--- config.mk ---
export PLATFORM = sky130hd
export DESIGN_NAME = alu_multicycle
export DESIGN_NICKNAME = d
export VERILOG_FILES = /design/src/rtl/alu_pkg.sv /design/src/rtl/alu_muldiv_iter.sv /design/src/rtl/alu_multicycle.sv
export SDC_FILE = /design/constraint.sdc
export NUM_CORES = 1
export LEC_CHECK = 0
export ABC_AREA = 1
export CORE_UTILIZATION = 28
export DETAILED_ROUTE_END_ITERATION = 7
export PLACE_DENSITY = 0.51
export SLEW_MARGIN = 5
export SYNTH_ARGS = -nofsm -noshare
export SYNTH_HDL_FRONTEND = slang
export SYNTH_SLANG_ARGS = --single-unit
export TNS_END_PERCENT = 30
--- constraint.sdc ---
create_clock -name clk -period 1.5 [get_ports clk]
set_input_delay 0.15 -clock clk [delete_from_list [all_inputs] [get_ports clk]]
set_output_delay 0.15 -clock clk [all_outputs]
set_load 0.02 [all_outputs]
--- src/rtl/alu_pkg.sv ---
// alu_pkg: opcode encodings, FSM state encodings and reserved-opcode range
// shared by alu_multicycle and its iterative multiply/divide helper.
// MUL/DIV only execute when the design is built with ALU_MULDIV_EN.
package alu_pkg;

    localparam logic [3:0] ALU_ADD = 4'b0000;
    localparam logic [3:0] ALU_SUB = 4'b0001;
    localparam logic [3:0] ALU_SHL = 4'b0010;
    localparam logic [3:0] ALU_SHR = 4'b0011;
    localparam logic [3:0] ALU_MOV = 4'b0100;
    localparam logic [3:0] ALU_AND = 4'b0101;
    localparam logic [3:0] ALU_OR  = 4'b0110;
    localparam logic [3:0] ALU_XOR = 4'b0111;
    localparam logic [3:0] ALU_MUL = 4'b1000;
    localparam logic [3:0] ALU_DIV = 4'b1001;

    // Opcodes in this range complete in one cycle with a zero result.
    localparam logic [3:0] ALU_RSV_LO = 4'b1010;
    localparam logic [3:0] ALU_RSV_HI = 4'b1111;

    localparam logic [1:0] ST_IDLE   = 2'd0;
    localparam logic [1:0] ST_ITER   = 2'd1;
    localparam logic [1:0] ST_FINISH = 2'd2;

    function automatic logic is_reserved(input logic [3:0] op);
        return (op >= ALU_RSV_LO) && (op <= ALU_RSV_HI);
    endfunction

endpackage

--- src/rtl/alu_muldiv_iter.sv ---
// alu_muldiv_iter: one-bit-per-cycle unsigned shift-add multiplier and
// restoring divider. Loaded with the operands, then stepped DATA_WIDTH times.
// The *_nxt outputs are the values after the current step, so the parent can
// capture the final result on the same edge as the last step.
// Only instantiated when ALU_MULDIV_EN is defined.
module alu_muldiv_iter #(
    parameter int DATA_WIDTH = 8
) (
    input  logic                  clk_i,
    input  logic                  reset_i,
    input  logic                  load_i,
    input  logic                  step_i,
    input  logic                  is_div_i,
    input  logic [DATA_WIDTH-1:0] a_i,
    input  logic [DATA_WIDTH-1:0] b_i,
    output logic                  last_o,
    output logic [DATA_WIDTH-1:0] lo_nxt_o,
    output logic [DATA_WIDTH-1:0] hi_nxt_o
);

    localparam int W  = DATA_WIDTH;
    localparam int CW = $clog2(DATA_WIDTH + 1);

    logic [CW-1:0] cnt_q;
    logic          div_q;
    // acc_q: product high half / partial remainder; lo_q: multiplier / quotient
    logic [W-1:0]  acc_q;
    logic [W-1:0]  lo_q;
    logic [W-1:0]  b_q;

    logic [W:0]    mul_sum;
    logic [W:0]    div_shift;
    logic [W:0]    div_trial;

    // One iteration: conditional add then shift right (MUL), or shift left
    // and trial-subtract, keeping the difference only when it does not borrow (DIV).
    always_comb begin
        mul_sum   = lo_q[0] ? ({1'b0, acc_q} + {1'b0, b_q}) : {1'b0, acc_q};
        div_shift = {acc_q, lo_q[W-1]};
        div_trial = div_shift - {1'b0, b_q};
        if (div_q) begin
            if (!div_trial[W]) begin
                hi_nxt_o = div_trial[W-1:0];
                lo_nxt_o = {lo_q[W-2:0], 1'b1};
            end else begin
                hi_nxt_o = div_shift[W-1:0];
                lo_nxt_o = {lo_q[W-2:0], 1'b0};
            end
        end else begin
            hi_nxt_o = mul_sum[W:1];
            lo_nxt_o = {mul_sum[0], lo_q[W-1:1]};
        end
    end

    // Step counter and operation select; cleared by reset so an aborted op leaves nothing behind.
    always_ff @(posedge clk_i or posedge reset_i) begin
        if (reset_i) begin
            cnt_q <= '0;
            div_q <= 1'b0;
        end else if (load_i) begin
            cnt_q <= CW'(W);
            div_q <= is_div_i;
        end else if (step_i && (cnt_q != '0)) begin
            cnt_q <= cnt_q - CW'(1);
        end
    end

    // Datapath registers; always reloaded before use, so they carry no reset.
    always_ff @(posedge clk_i) begin
        if (load_i) begin
            acc_q <= '0;
            lo_q  <= a_i;
            b_q   <= b_i;
        end else if (step_i) begin
            acc_q <= hi_nxt_o;
            lo_q  <= lo_nxt_o;
        end
    end

    assign last_o = (cnt_q == CW'(1));

endmodule

--- src/rtl/alu_multicycle.sv ---
// alu_multicycle: registered ALU with start/busy/done handshake, registered
// zero/carry/negative/overflow flags and a high-half result port.
// Build option ALU_MULDIV_EN: adds iterative unsigned MUL/DIV (DATA_WIDTH
// cycles each). Without it, MUL/DIV opcodes behave like reserved opcodes.
module alu_multicycle
    import alu_pkg::*;
#(
    parameter int DATA_WIDTH   = 8,
    parameter int SELECT_WIDTH = 4
) (
    input  logic                    clk,
    input  logic                    reset,
    input  logic                    start,
    input  logic [SELECT_WIDTH-1:0] select,
    input  logic [DATA_WIDTH-1:0]   reg_a,
    input  logic [DATA_WIDTH-1:0]   reg_b,
    output logic                    busy,
    output logic                    done,
    output logic [DATA_WIDTH-1:0]   out,
    output logic [DATA_WIDTH-1:0]   out_hi,
    output logic                    zero_flag,
    output logic                    carrier_flag,
    output logic                    negative_flag,
    output logic                    overflow_flag
);

    localparam int W = DATA_WIDTH;

    logic [1:0]   state_q, state_d;
    logic [W-1:0] out_q, out_d;
    logic [W-1:0] hi_q, hi_d;
    logic         zf_q, zf_d;
    logic         cf_q, cf_d;
    logic         nf_q, nf_d;
    logic         vf_q, vf_d;

    logic [3:0]   op;
    assign op = select[3:0];

    logic [W:0]   sc_wide;
    logic [W-1:0] sc_res;
    logic         sc_c, sc_n, sc_v;

    // Single-cycle result and flags; shifts use one spare bit to catch the last bit shifted out.
    always_comb begin
        sc_wide = '0;
        sc_res  = '0;
        sc_c    = 1'b0;
        sc_n    = 1'b0;
        sc_v    = 1'b0;
        if (!is_reserved(op)) begin
            case (op)
                ALU_ADD: begin
                    sc_wide = {1'b0, reg_a} + {1'b0, reg_b};
                    sc_res  = sc_wide[W-1:0];
                    sc_c    = sc_wide[W];
                    sc_n    = sc_res[W-1];
                    sc_v    = (reg_a[W-1] == reg_b[W-1]) && (sc_res[W-1] != reg_a[W-1]);
                end
                ALU_SUB: begin
                    sc_wide = {1'b0, reg_a} - {1'b0, reg_b};
                    sc_res  = sc_wide[W-1:0];
                    sc_c    = sc_wide[W];
                    sc_n    = sc_wide[W];
                    sc_v    = (reg_a[W-1] != reg_b[W-1]) && (sc_res[W-1] != reg_a[W-1]);
                end
                ALU_SHL: begin
                    sc_wide = {1'b0, reg_a} << reg_b;
                    sc_res  = sc_wide[W-1:0];
                    sc_c    = sc_wide[W];
                    sc_n    = sc_res[W-1];
                end
                ALU_SHR: begin
                    sc_wide = {reg_a, 1'b0} >> reg_b;
                    sc_res  = sc_wide[W:1];
                    sc_c    = sc_wide[0];
                    sc_n    = sc_res[W-1];
                end
                ALU_MOV: begin
                    sc_res = reg_b;
                    sc_n   = sc_res[W-1];
                end
                ALU_AND: begin
                    sc_res = reg_a & reg_b;
                    sc_n   = sc_res[W-1];
                end
                ALU_OR: begin
                    sc_res = reg_a | reg_b;
                    sc_n   = sc_res[W-1];
                end
                ALU_XOR: begin
                    sc_res = reg_a ^ reg_b;
                    sc_n   = sc_res[W-1];
                end
                default: begin
                    sc_res = '0;
                end
            endcase
        end
    end

`ifdef ALU_MULDIV_EN
    logic         md_load, md_step, md_last;
    logic [W-1:0] md_lo, md_hi;
    logic         is_div_q, div0_q;

    alu_muldiv_iter #(
        .DATA_WIDTH(W)
    ) u_iter (
        .clk_i    (clk),
        .reset_i  (reset),
        .load_i   (md_load),
        .step_i   (md_step),
        .is_div_i (op == ALU_DIV),
        .a_i      (reg_a),
        .b_i      (reg_b),
        .last_o   (md_last),
        .lo_nxt_o (md_lo),
        .hi_nxt_o (md_hi)
    );

    // Remember which iterative op is running and whether it divides by zero, for the carry flag.
    always_ff @(posedge clk or posedge reset) begin
        if (reset) begin
            is_div_q <= 1'b0;
            div0_q   <= 1'b0;
        end else if (md_load) begin
            is_div_q <= (op == ALU_DIV);
            div0_q   <= (reg_b == '0);
        end
    end
`endif

    // Handshake FSM; results and flags are loaded only on the transition into FINISH.
    always_comb begin
        state_d = state_q;
        out_d   = out_q;
        hi_d    = hi_q;
        zf_d    = zf_q;
        cf_d    = cf_q;
        nf_d    = nf_q;
        vf_d    = vf_q;
`ifdef ALU_MULDIV_EN
        md_load = 1'b0;
        md_step = 1'b0;
`endif
        case (state_q)
            ST_IDLE: begin
                if (start) begin
`ifdef ALU_MULDIV_EN
                    if ((op == ALU_MUL) || (op == ALU_DIV)) begin
                        md_load = 1'b1;
                        state_d = ST_ITER;
                    end else
`endif
                    begin
                        state_d = ST_FINISH;
                        out_d   = sc_res;
                        hi_d    = '0;
                        zf_d    = (sc_res == '0);
                        cf_d    = sc_c;
                        nf_d    = sc_n;
                        vf_d    = sc_v;
                    end
                end
            end
`ifdef ALU_MULDIV_EN
            ST_ITER: begin
                md_step = 1'b1;
                if (md_last) begin
                    state_d = ST_FINISH;
                    out_d   = md_lo;
                    hi_d    = md_hi;
                    zf_d    = (md_lo == '0);
                    cf_d    = is_div_q ? div0_q : (md_hi != '0);
                    nf_d    = md_lo[W-1];
                    vf_d    = 1'b0;
                end
            end
`endif
            ST_FINISH: state_d = ST_IDLE;
            default:   state_d = ST_IDLE;
        endcase
    end

    // State and result registers; reset discards any in-flight operation.
    always_ff @(posedge clk or posedge reset) begin
        if (reset) begin
            state_q <= ST_IDLE;
            out_q   <= '0;
            hi_q    <= '0;
            zf_q    <= 1'b0;
            cf_q    <= 1'b0;
            nf_q    <= 1'b0;
            vf_q    <= 1'b0;
        end else begin
            state_q <= state_d;
            out_q   <= out_d;
            hi_q    <= hi_d;
            zf_q    <= zf_d;
            cf_q    <= cf_d;
            nf_q    <= nf_d;
            vf_q    <= vf_d;
        end
    end

    assign busy          = (state_q == ST_ITER);
    assign done          = (state_q == ST_FINISH);
    assign out           = out_q;
    assign out_hi        = hi_q;
    assign zero_flag     = zf_q;
    assign carrier_flag  = cf_q;
    assign negative_flag = nf_q;
    assign overflow_flag = vf_q;

endmodule

### Word-level counts from Yosys, hierarchy flattened

Cells that the tools add are included.

* bitwise gates (word level): 3
* shift operators: 2
* $add $sub $neg: 2
* reduce and logical (&&, ||, !) cells: 7
* $lt $le $gt $ge: 2
* equality and inequality tests: 14
* multiplexer cells: 10

Operator list (number)
* one-hot mux 8 bit (8 select lines): 1
* equality test 4 x 3 -> 1 bit, second input constant: 4
* adder 8 x 8 -> 9 bit: 1
* left shift 8 x 8 -> 9 bit: 1
* right shift 9 x 8 -> 9 bit: 1
* subtractor 8 x 8 -> 9 bit: 1
* bitwise AND 8 bit: 1
* equality test 4 x 2 -> 1 bit, second input constant: 2
* logical NOT 8 bit: 1
* two-way mux 8 bit: 1
* OR 8 bit: 1
* one-hot mux 1 bit (8 select lines): 1
* XOR 8 bit: 1
* equality test 4 x 1 -> 1 bit, second input constant: 1
* >= comparator 4 bit, second input constant: 1
* <= comparator 4 bit, second input constant: 1
* logical NOT 4 bit: 1
* two-way mux 2 bit: 2
* one-hot mux 1 bit (4 select lines): 1
* logical AND 1 bit: 3
* two-way mux 1 bit: 3
* != test 1 bit: 3
* equality test 2 x 1 -> 1 bit, second input constant: 1
* equality test 2 bit, second input constant: 1
* other kinds (5): 5

* logic and storage cells: 46
* output and inout bits: 22
* bits in registers: 14
* input bits: 23

### Logic depth before layout (Yosys ltp)

* depth in word-level cells: 5
* depth in mapped cells: 19
* mapped depth without buffers: 16

### Least setup slack after synthesis

Ideal clock, no wire load.

* path type: input-to-reg
* from: in reg_b[2]
* to: reg zf_q, in the netlist zero_flag
* setup time: 0.066 ns
* stages on the path: 18
* path buffers: 3
* slack: -0.407 ns
* arrival: 1.842 ns
* cells stage by stage: buf_2 > inv_1 > buf_2 > ha_1 > buf_6 > inv_1 > nand2_1 > nand3_2 > nand3_1 > nand2_1 > nand2_1 > nand3_1 > nand2_1 > inv_1 > nand2_1 > nor2_1 > nand3_1 > nand2_1

* cells in the longest elaborated chain, start to end: 4
* elaborated cells on any way between the ends: 10
* classes of those cells: add/sub (2); shift (2); mux (2); bitwise (3); reduce/logical (1)

RTL lines
* start: declaration: line alu_multicycle.sv:16 `input logic [DATA_WIDTH-1:0] reg_b,`
* subtractor 8 x 8 -> 9 bit (tied with other cells): line alu_multicycle.sv:61 `sc_wide = {1'b0, reg_a} - {1'b0, reg_b};`
* one-hot mux 8 bit (8 select lines) (*): line alu_multicycle.sv:52 `case (op)`
* two-way mux 8 bit (*): line alu_multicycle.sv:51 `if (!is_reserved(op)) begin`
* logical NOT 8 bit (*): line alu_multicycle.sv:160 `zf_d = (sc_res == '0);`
* end signal: assignment: line alu_multicycle.sv:200 `zf_q <= zf_d;`
* end: declaration: line alu_multicycle.sv:32 `logic zf_q, zf_d;`

Every way passes the cells marked *; elsewhere a longest branch is shown, timed or not.
A chain may end at the register's enable or synchronous reset.

### Worst setup path in the final report

* from: in reg_a[4]
* to: reg zf_q, in the netlist zero_flag

* cells in the longest elaborated chain, start to end: 4
* elaborated cells on any way between the ends: 10
* classes of those cells: add/sub (2); shift (2); mux (2); bitwise (3); reduce/logical (1)

RTL lines
* start: declaration: line alu_multicycle.sv:15 `input logic [DATA_WIDTH-1:0] reg_a,`
* subtractor 8 x 8 -> 9 bit (tied with other cells): line alu_multicycle.sv:61
* one-hot mux 8 bit (8 select lines) (*): line alu_multicycle.sv:52
* two-way mux 8 bit (*): line alu_multicycle.sv:51
* logical NOT 8 bit (*): line alu_multicycle.sv:160

Marked as above.

==> key figures <==
Floorplan
  • Cell Rows: 34
  • Die height: about 97 um
  • Die ar.: ~9400 um^2
  • Die Width: between 90 and 100 um
  • CORE AREA: slightly below 9000 um^2
  • Initial Util: between 20% and 30%
  • # IOs: 45

Synthesis
  • Synth top area cells: nand2_1 20%, dfrtp_1 13%, ha_1 13%, nand3_1 8.5%, inv_1 7.9%
  • Post-synth top flop: dfrtp_1
  • Synthesized cell area: 2519 um^2
  • Sequential cell area fraction in the yosys report: about an eighth
  • Cell variety after synth: 35
  • Top-area cell type share of the netlist area: around a fifth
  • EDFF count, synth: 0
  • Mean Syn Cell Area: approximately 5.8 um^2
  • Syn. warnings: 0
  • Cells after Synth: 431
  • Post-synthesis register bit count: 13
  • FFs w/ async S/R, synth: between 90% and 100%
  • Leading area contributor after synthesis: nand2_1

Detailed routing
  • 1st-iter DRT viols: 179
  • DRT Pass-1 Iters: 4
  • DR vias: 3188
  • Total Routed Length: ~9200 um
  • DRC: 0
  • DRT antenna net count: 0
  • DR vias/cell: slightly below 5
  • Wire length per cell: approximately 14 um

Power and ir drop
  • Pwr per Cell Area: between 400 and 500 nW/um^2
  • Switching share of power: a little over 40%
  • Gate power share: between 60 and 70%
  • Sequential share of power: ~22%
  • Leakage: approximately 0.0020 uW
  • Peak VDD IR: around 250 uV
  • Clock Power Share: about 17%
  • Sw Pwr: 788.3 uW
  • Int Pwr: 1119 uW

Final layout
  • Layout cell share with drive strength beyond 1: a little under two fifths
  • Layout Area Growth over Synthesis: 59.96%
  • ANT cells: 0
  • Utilization after layout: between 40% and 50%
  • Final Non-Filler Cells: ~660
  • NumNets Final: about 600
  • Final Cell Area: 4029 um^2

Clocking
  • Num CTS Buffers: 3
  • CTS tree: done
  • Worst skew pair latency: 0.24 ns
  • Clock slew at reported path FFs: approximately 0.060 ns
  • CTS Hold Buffers Added: 0
  • Max Root-Sink Buffers: 2
  • Clk root buf: clkbuf_8
  • H-Tree Depth: 1
  • Sink Count: 13

Setup path
  • R2R Setup Slk: ~0.3 ns
  • WS Path Type: input port to flip-flop
  • CP Capture Type: flip-flop
  • Worst Path Required: approximately 1.7 ns
  • CP Max Fanout: 7
  • Startpoint type of the worst setup path: input port
  • CP arrival: roughly 1.8 ns

Placement
  • Placed cells: 640
  • PortBufs: 35
  • Detailed placement HPWL: 7269 um
  • Placed cell areas: approximately 3500 um^2
  • Placer Congestion: a little over 0.9

GRT
  • GRT overflow: 0
  • Vias in the first global route: about 3000
  • Largest net degree at the start of global routing: 17
  • First-pass GRT wire length: roughly 15000 um
  • All-Layer GR Usage: between 10% and 20%
  • Initial antenna violation count: 0

STA
  • Peak Freq: just over 0.6 GHz
  • Worst Tran Pin Value: approximately 0.52 ns
  • Unrepaired setup endpoints after global routing: true
  • Shortest period the worst path allows: 1.616 ns
  • Final hold slack: 0.2410 ns
  • Final Cycle Share: 107.7%
  • Final Skew: between 0.0015 and 0.002 ns
  • Slack of the critical path: -0.1158 ns
  • Hold Violations, Final: 0
  • Slew Viols, Final: 0
  • Final setup viols: 7
  • Slew margin rel.: around 65%

Outcome
  • Failing checks: setup timing
  • Status: finished with violations

Job
  • Max_cap viols: 0

Min path
  • HP Class: input port to async pin
[cells in the final DEF, fill, tap and decap left out, types with 3 or more instances in the layout]
cell / Yosys / final
buf_6: 2 / 12
ha_4: 0 / 11
o22ai_1: 10 / 10
a21oi_1: 25 / 15
buf_4: 12 / 78
nor2_1: 38 / 28
nand2_1: 131 / 117
a21oi_2: 1 / 10
nand3_1: 43 / 36
nand4_1: 21 / 21
buf_8: 0 / 3
nand2_2: 1 / 12
dfrtp_1: 13 / 13
o21ai_0: 16 / 11
ha_1: 26 / 13
inv_4: 0 / 8
nand3b_1: 3 / 3
inv_1: 53 / 27
o21ai_1: 3 / 6
nor2_2: 5 / 8
clkbuf_8: 0 / 3
inv_2: 4 / 22
nand2_4: 0 / 3
dlygate4sd2_1: 0 / 8
nor2_4: 2 / 9
clkdlybuf4s50_1: 0 / 15
nand3_2: 1 / 8
conb_1: 1 / 9
clkbuf_2: 0 / 7
[power by group through the flow]
stage          registers (uW)  logic, uW  clock network, uW
3_5_place_dp              427        983                  0
6_report                  422       1170                315
5_1_grt                   426       1270                340
3_3_place_gp              427        981                  0
2_1_floorplan             479        478                  0
4_1_cts                   423       1110                316
[repair_timing]
item                                    in CTS  in global routing
hold endpoints to repair                     0                  0
cloned                                       1                  1
setup buffers                                8                  5
pin swaps                                   48                 38
resized for setup                          132                 48
endpoints found under the setup margin      12                 12
[worst max-delay path: stages]
cell	delay [ns]
clkdlybuf4s15_1	0.20
inv_2	0.05
ha_4	0.35
nand2_1	0.08
or2_1	0.25
nand3_1	0.07
nand2_1	0.07
nand3_1	0.06
nand2_1	0.07
nand3b_1	0.18
nor2_1	0.13
nand3_1	0.08
nand2_1	0.06
[logic make-up after synthesis]
group,count (synthesis),synth area share [%]
simple gates,248,43.62
buf+inv,77,14.11
xor+xnor,1,0.3478
flops,13,12.92
other cells,1,0.1489
fa+ha+maj,28,14.51
compound gates,63,14.36
[Yosys cell counts (3+ instances only)]
library cell  count
nand2_1         131
dfrtp_1          13
inv_1            53
nand3_1          43
buf_4            12
ha_1             26
nand4_1          21
o21ai_0          16
buf_2             5
nor2_2            5
inv_2             4
o22ai_1          10
nand3b_1          3
nor2_1           38
a21oi_1          25
o21ai_1           3
[registers in the layout, indices dropped and copies added (netlist names)]
register and flops:
state_q 1, overflow_flag 1, negative_flag 1, out 8, zero_flag 1, carrier_flag 1
[layout make-up]
cell class	count	area (um^2)
Fill cell	917	4692
Multi-Input combinational cell	349	2213
Timing Repair Buffer	126	1076
Sequential cell	13	325.3
Inverter	57	234.0
Tap cell	108	135.1
Clock buffer	4	45.04
[per-stage QoR]
step           total power [uW]  worst slack [ns]  TNS (ns)
3_5_place_dp               1410           -0.9109    -9.359
6_report                   1907           -0.1158   -0.5064
4_1_cts                    1846           -0.1613   -0.9562
3_3_place_gp               1408           -0.9425    -9.320
5_1_grt                    2036           -0.2633    -1.685
2_1_floorplan             956.7           -0.2202   -0.9254
[final timing paths]
check                      cells past startpoint       endpoint       start
max                                           13      zero_flag    reg_a[4]
min                                            2         out[2]       reset
max reg2reg                                    4  overflow_flag  state_q[1]
min reg2reg                                    1     state_q[1]  state_q[1]
max in group asynchronous                      2      zero_flag       reset
min in group clk                               1     state_q[1]  state_q[1]
[metal layers]
metal	track usage (%)	part of all wire, %	wire [um]
met1	27.53	48	4460
met3	1.373	4.5	415
met4	5.166	2.3	217
met5	0	0	0
met2	31.15	45	4142
Power figures use the tool's default switching activity.
